--- src/rtl/screen_map.sv ---
// Viewport mapping: scales projected float (x, y), converts to integer pixels, centres, clamps.
// Latency: 2*MUL_LATENCY+3 cycles from valid_in to valid_out; one point in flight.
// Backpressure: none; valid_in is dropped while a point is in flight (busy_out high).
module multiplier #(
    parameter int LATENCY = 4
) (
    input  logic        aclk,
    input  logic        s_axis_a_tvalid,
    input  logic [31:0] s_axis_a_tdata,
    input  logic        s_axis_b_tvalid,
    input  logic [31:0] s_axis_b_tdata,
    output logic        m_axis_result_tvalid,
    output logic [31:0] m_axis_result_tdata
);
    logic [47:0]        prod;
    logic signed [9:0]  exp_c;
    logic [22:0]        frac;
    logic [23:0]        rnd;
    logic               grd, stk, sgn;
    logic               a_nan, b_nan, a_inf, b_inf, a_zero, b_zero;
    logic [31:0]        res;
    logic [31:0]        dat_pipe [LATENCY];
    logic [LATENCY-1:0] vld_pipe;

    // Round-to-nearest-even on normals; denormals are flushed to zero.
    always_comb begin
        prod   = 48'({1'b1, s_axis_a_tdata[22:0]}) * 48'({1'b1, s_axis_b_tdata[22:0]});
        exp_c  = $signed({2'b00, s_axis_a_tdata[30:23]}) + $signed({2'b00, s_axis_b_tdata[30:23]}) - 10'sd127;
        if (prod[47]) begin
            frac  = prod[46:24];
            grd   = prod[23];
            stk   = |prod[22:0];
            exp_c = exp_c + 10'sd1;
        end else begin
            frac  = prod[45:23];
            grd   = prod[22];
            stk   = |prod[21:0];
        end
        rnd = {1'b0, frac} + {23'd0, grd & (stk | frac[0])};
        if (rnd[23]) exp_c = exp_c + 10'sd1;
        sgn    = s_axis_a_tdata[31] ^ s_axis_b_tdata[31];
        a_zero = (s_axis_a_tdata[30:23] == 8'd0);
        b_zero = (s_axis_b_tdata[30:23] == 8'd0);
        a_inf  = (s_axis_a_tdata[30:23] == 8'hff) && (s_axis_a_tdata[22:0] == 23'd0);
        b_inf  = (s_axis_b_tdata[30:23] == 8'hff) && (s_axis_b_tdata[22:0] == 23'd0);
        a_nan  = (s_axis_a_tdata[30:23] == 8'hff) && (s_axis_a_tdata[22:0] != 23'd0);
        b_nan  = (s_axis_b_tdata[30:23] == 8'hff) && (s_axis_b_tdata[22:0] != 23'd0);
        if (a_nan || b_nan || (a_inf && b_zero) || (b_inf && a_zero))
            res = 32'h7fc00000;
        else if (a_inf || b_inf || exp_c >= 10'sd255)
            res = {sgn, 8'hff, 23'd0};
        else if (a_zero || b_zero || exp_c <= 10'sd0)
            res = {sgn, 31'd0};
        else
            res = {sgn, exp_c[7:0], rnd[22:0]};
    end

    always_ff @(posedge aclk) begin
        dat_pipe[0] <= res;
        vld_pipe[0] <= s_axis_a_tvalid & s_axis_b_tvalid;
        for (int i = 1; i < LATENCY; i++) begin
            dat_pipe[i] <= dat_pipe[i-1];
            vld_pipe[i] <= vld_pipe[i-1];
        end
    end

    assign m_axis_result_tvalid = vld_pipe[LATENCY-1];
    assign m_axis_result_tdata  = dat_pipe[LATENCY-1];
endmodule

module screen_map #(
    parameter logic [31:0] SCALE       = 32'h42c80000,
    parameter int          H_RES       = 1280,
    parameter int          V_RES       = 720,
    parameter int          X_CENTER    = 640,
    parameter int          Y_CENTER    = 360,
    parameter int          MUL_LATENCY = 4
) (
    input  logic        clk_in,
    input  logic        rst_in,
    input  logic [31:0] coor_in [1:0],
    input  logic        valid_in,
    output logic        busy_out,
    output logic [10:0] x_out,
    output logic [9:0]  y_out,
    output logic        on_screen,
    output logic        valid_out
);
    typedef enum logic [2:0] {IDLE, MULX, MULY, CONV, OUT} state_t;

    state_t             state, next_state;
    logic [31:0]        x_lat, y_lat, sx, sy;
    logic signed [15:0] ix, iy;
    logic               nan;
    logic               mul_vld, res_vld;
    logic [31:0]        mul_dat, res_dat;
    logic signed [17:0] px, py;
    logic               nan_x, nan_y;

    // Returns {nan, int16}: round half away from zero, saturating.
    function automatic logic [16:0] f2i(input logic [31:0] v);
        logic [7:0]  e;
        logic [23:0] m, q;
        logic [4:0]  sh;
        logic [16:0] mag;
        e   = v[30:23];
        m   = {1'b1, v[22:0]};
        sh  = 5'd0;
        q   = 24'd0;
        mag = 17'd0;
        if (e == 8'hff && v[22:0] != 23'd0) return {1'b1, 16'd0};
        if (e < 8'd126) return 17'd0;
        if (e > 8'd141) return {1'b0, v[31] ? 16'h8000 : 16'h7fff};
        sh  = 5'(8'd150 - e);
        q   = m >> sh;
        mag = {1'b0, q[15:0]} + {16'd0, m[sh - 5'd1]};
        if (v[31]) return {1'b0, 16'(17'd0 - mag)};
        return {1'b0, (mag > 17'd32767) ? 16'h7fff : mag[15:0]};
    endfunction

    multiplier #(.LATENCY(MUL_LATENCY)) u_mul (
        .aclk                 (clk_in),
        .s_axis_a_tvalid      (mul_vld),
        .s_axis_a_tdata       (mul_dat),
        .s_axis_b_tvalid      (mul_vld),
        .s_axis_b_tdata       (SCALE),
        .m_axis_result_tvalid (res_vld),
        .m_axis_result_tdata  (res_dat)
    );

    always_ff @(posedge clk_in) begin
        if (rst_in) state <= IDLE;
        else        state <= next_state;
    end

    always_comb begin
        next_state = state;
        case (state)
            IDLE:    if (valid_in) next_state = MULX;
            MULX:    if (res_vld)  next_state = MULY;
            MULY:    if (res_vld)  next_state = CONV;
            CONV:    next_state = OUT;
            OUT:     next_state = IDLE;
            default: next_state = IDLE;
        endcase
    end

    // Operands go straight to the multiplier so the issue cycle costs no latency.
    always_comb begin
        mul_vld = 1'b0;
        mul_dat = x_lat;
        if (!rst_in) begin
            if (state == IDLE && valid_in) begin
                mul_vld = 1'b1;
                mul_dat = coor_in[1];
            end else if (state == MULX && res_vld) begin
                mul_vld = 1'b1;
                mul_dat = y_lat;
            end
        end
    end

    assign px       = 18'(X_CENTER) + 18'(ix);
    assign py       = 18'(Y_CENTER) - 18'(iy);
    assign busy_out = (state != IDLE) || valid_out;

    always_ff @(posedge clk_in) begin
        if (rst_in) begin
            valid_out <= 1'b0;
            x_out     <= '0;
            y_out     <= '0;
            on_screen <= 1'b0;
            nan       <= 1'b0;
        end else begin
            valid_out <= 1'b0;
            case (state)
                IDLE: if (valid_in) begin
                    x_lat <= coor_in[1];
                    y_lat <= coor_in[0];
                end
                MULX: if (res_vld) sx <= res_dat;
                MULY: if (res_vld) sy <= res_dat;
                CONV: begin
                    {nan_x, ix} <= f2i(sx);
                    {nan_y, iy} <= f2i(sy);
                    nan         <= f2i(sx) >> 16 != 17'd0 || f2i(sy) >> 16 != 17'd0;
                end
                OUT: begin
                    valid_out <= 1'b1;
                    on_screen <= !nan && px >= 0 && px < 18'(H_RES) && py >= 0 && py < 18'(V_RES);
                    if (nan) begin
                        x_out <= 11'(X_CENTER);
                        y_out <= 10'(Y_CENTER);
                    end else begin
                        x_out <= (px < 0) ? 11'd0 : (px > 18'(H_RES - 1)) ? 11'(H_RES - 1) : px[10:0];
                        y_out <= (py < 0) ? 10'd0 : (py > 18'(V_RES - 1)) ? 10'(V_RES - 1) : py[9:0];
                    end
                end
                default: ;
            endcase
        end
    end
endmodule
--- config.mk ---
export PLATFORM = sky130hd
export DESIGN_NAME = screen_map
export DESIGN_NICKNAME = d
export VERILOG_FILES = /design/src/rtl/screen_map.sv
export SDC_FILE = /design/constraint.sdc
export NUM_CORES = 1
export LEC_CHECK = 0
export ABC_AREA = 1
export BUFFER_PORTS_ARGS = -buffer_cell sky130_fd_sc_hd__buf_2
export CORE_AREA = 2 2 297 299
export DETAILED_ROUTE_END_ITERATION = 12
export DIE_AREA = 0 0 299 301
export GPL_ROUTABILITY_DRIVEN = 1
export PLACE_DENSITY = 0.51
export SYNTH_ARGS = -nofsm -noshare
export SYNTH_HDL_FRONTEND = slang
export SYNTH_SLANG_ARGS = --single-unit
--- constraint.sdc ---
create_clock -name clk_in -period 7.05 [get_ports clk_in]
set_input_delay 1.41 -clock clk_in [delete_from_list [all_inputs] [get_ports clk_in]]
set_output_delay 1.41 -clock clk_in [all_outputs]
set_load 0.02 [all_outputs]
==> impl_metrics.ini <==
[outcome]
status = finished, final reports clean

[cts]
post-cts-setup-buffers = 0
htreeDepth = 2
cts_buffer_depth = 3
clock-sinks = 319
cts_tree = done
clk_root_buffer_cell = clkbuf_16
clkLatencyLatePin_ns = 0.57
cts-buffers-inserted = 38
path_clk_slew_ns = 0.06

[logic_synthesis]
ys_types = 62
avgSynthCellArea_um2 = 7.18
async_flop_share_pct = 0
netlist_area_um2 = 21500
ys_ff_latch = 319
syn_inst = 2991
ys_dominant_reg_cell = edfxtp_1
ys.warnings.count = 0
seq_area_frac_synth_pct = 37.2
synth_nets = 3185
synth_edf_count = 160

[sta]
hold_viol_final = 0
fin_tns_setup_ns = 0
max_freq_mhz = 153
maxSlewViolCount = 0
setup_violations = 0
whs_ns = 0.292
worst_slew_pin_slew_ns = 1.11
skew_ns = 0.0496
grt_setup_unrepaired = false
period_minus_slack_ns = 6.54
slew_headroom_pct = 25.3
fin_crit_sh_pct = 92.7

[grt]
overflow = 0
grt_max_degree = 65
grt_antenna_before_repair = 1
grt_pass1_wl_um = 94900
grt_pass1_vias = 18500
grt.total_usage_pct = 12.9

[placement]
routabilityCongestion = 0.869
hpwl_um = 46700
dp.cells = 4302
place.port_buffers = 90

[drt]
drt_first_pass_iters = 7
ant_nets = 0
vias_per_cell = 4.35
drt_iter0_markers = 1195
dr_total_vias = 19000
drcViolationCount = 0
drt-total-wl_um = 57700
wl_per_cell_um = 13.2

[worst_hold_path]
hold_path.class = flip-flop to flip-flop

[critical_path]
crit_type = input pin to flip-flop
cp-start-kind = input pin
cp_slowest_cell = fa_1
regToRegSetupSlack_ns = 0.64
required_ns = 7.47
reg2reg_from = state[2]$_SDFFE_PP0P_
crit_arrival_ns = 6.96
worst_path_largest_cell_delay_ns = 0.49
r2r_end = u_mul.dat_pipe[0][0]$_SDFF_PP0_
cp-startpoint = valid_in
rr_worst_depth = 38
worst-path-max-fanout = 18
crit_top_cell = nand2_1
critPathCaptureType = flip-flop
critPathCapture = u_mul.dat_pipe[0][0]$_SDFF_PP0_

[die]
core_um2 = 86500
row_count = 108
die_w_um = 299
dieArea_um2 = 90000
initial_core_util_pct = 24.8
die_h_um = 301
ios = 91

[layout]
antenna_cells = 0
drive_above_1_share_pct = 12.6
syn_to_final_growth_pct = 18.0
fillers = 9506
nets = 3381
final_cells = 4369

[flow_run]
cap_violations = 0
-- critical path: cells and delay by family --
| family | cells | cell delay [ns] |
|---|---|---|
| AO/OA/AOI/OAI | 1 | 0.29 |
| adder cells (fa/ha/maj) | 4 | 1.38 |
| buffers and inverters | 8 | 1.00 |
| AND/OR/NAND/NOR | 24 | 2.85 |
-- Yosys cell counts (10+ instances only) --
library cell,instances,share of area [%]
a21oi_1,102,2.4
nand4_1,52,1.5
nand2_1,903,16
ha_1,110,6.4
nor4_1,21,0.61
inv_1,411,7.2
o21ai_0,163,3.8
inv_2,11,0.19
edfxtp_1,160,22
nor2_1,248,4.3
nor2_2,12,0.35
fa_1,17,1.6
nor3_1,34,0.79
dfxtp_1,159,15
o211ai_1,19,0.66
nand3_1,235,5.5
buf_2,20,0.47
nand3_2,10,0.47
clkbuf_1,39,0.68
o21a_1,12,0.42
or2_2,26,0.76
xor2_1,55,2.2
nor2_4,25,1.3
a31oi_1,21,0.61
-- area by class of cell --
cell class                 instances  area, µm²  share of cell area, %
multi-input combinational       2162      11400                   45.1
sequential                       319       7990                   31.5
inverter                         431       1630                   6.41
timing repair buffer             235       1610                   6.36
tap                             1155       1450                   5.70
clock buffer                      49       1060                   4.18
clock inverter                    18        181                  0.715
-- metrics by stage --
| step | util [%] | worst slack, ns | instance area (µm²) |
|---|---|---|---|
| floorplan | - | 0.0324 | 21500 |
| CTS | 29.3 | 0.498 | 25400 |
| global route | 29.3 | 0.0317 | 25400 |
| finish | 29.3 | 0.514 | 25400 |
| detailed placement | 27.9 | -0.0396 | 24100 |
| global placement | 27.9 | -0.0388 | 24100 |
-- routing by layer --
metal  vias to the layer above  routed length (µm)  track usage, %
met5                         -                   0               0
met2                       282               26300            21.5
met1                      8514               28000            17.4
met4                         0                1550            3.96
li1                      10100                   -               -
met3                        77                1900            1.83
-- cell families after synthesis --
family                   count (synthesis)  synth area share (%)
AO/OA/AOI/OAI                          365                  9.67
multiplexers                             6                 0.280
buffers and inverters                  510                  9.62
adder cells (fa/ha/maj)                127                  7.99
flip-flops                             319                  37.2
XOR/XNOR                                60                  2.45
AND/OR/NAND/NOR                       1604                  32.8
-- flip-flops by register name, indices dropped and copies added (netlist names), 11 cells and up --
signal / cells
sx: 32
iy: 16
ix: 16
x_out: 11
y_lat: 32
u_mul.dat_pipe: 128
x_lat: 32
sy: 32
-- worst min path at each step --
stage                                          start                             to  slack [ns]  depth (start not counted)
detailed placement   u_mul.dat_pipe[0][0]$_SDFF_PP0_   u_mul.dat_pipe[1][0]$_DFF_P_        0.31                          0
floorplan            u_mul.dat_pipe[0][0]$_SDFF_PP0_   u_mul.dat_pipe[1][0]$_DFF_P_        0.31                          0
finish              u_mul.dat_pipe[0][17]$_SDFF_PP0_  u_mul.dat_pipe[1][17]$_DFF_P_        0.29                          0
global route        u_mul.dat_pipe[0][17]$_SDFF_PP0_  u_mul.dat_pipe[1][17]$_DFF_P_        0.30                          0
global placement       u_mul.dat_pipe[1][30]$_DFF_P_  u_mul.dat_pipe[2][30]$_DFF_P_        0.31                          0
CTS                    u_mul.dat_pipe[1][11]$_DFF_P_  u_mul.dat_pipe[2][11]$_DFF_P_        0.29                          0
-- placed cells by master, fill, tap and decap left out, types with 17 or more instances in the layout --
cell type	n
nand2_1	903
inv_1	408
nor2_1	248
nand3_1	235
o21ai_0	163
edfxtp_1	160
dfxtp_1	159
buf_4	139
ha_1	110
a21oi_1	102
buf_2	90
xor2_1	55
nand4_1	52
clkbuf_16	41
nor3_1	33
or2_2	26
nor2_4	25
a31oi_1	21
nor4_1	20
o211ai_1	19
fa_1	17
-- repair_timing --
| action | 4_1_cts | 5_1_grt |
|---|---|---|
| hold buffers | 0 | 0 |
| hold endpoints to repair | 0 | 0 |
| endpoints found under the setup margin | 0 | 20 |
| resized for setup | 0 | 1 |
Power is left out: the tool's default activity adds up to more than one toggle a clock period on the data nets, which glitch-free logic cannot reach.
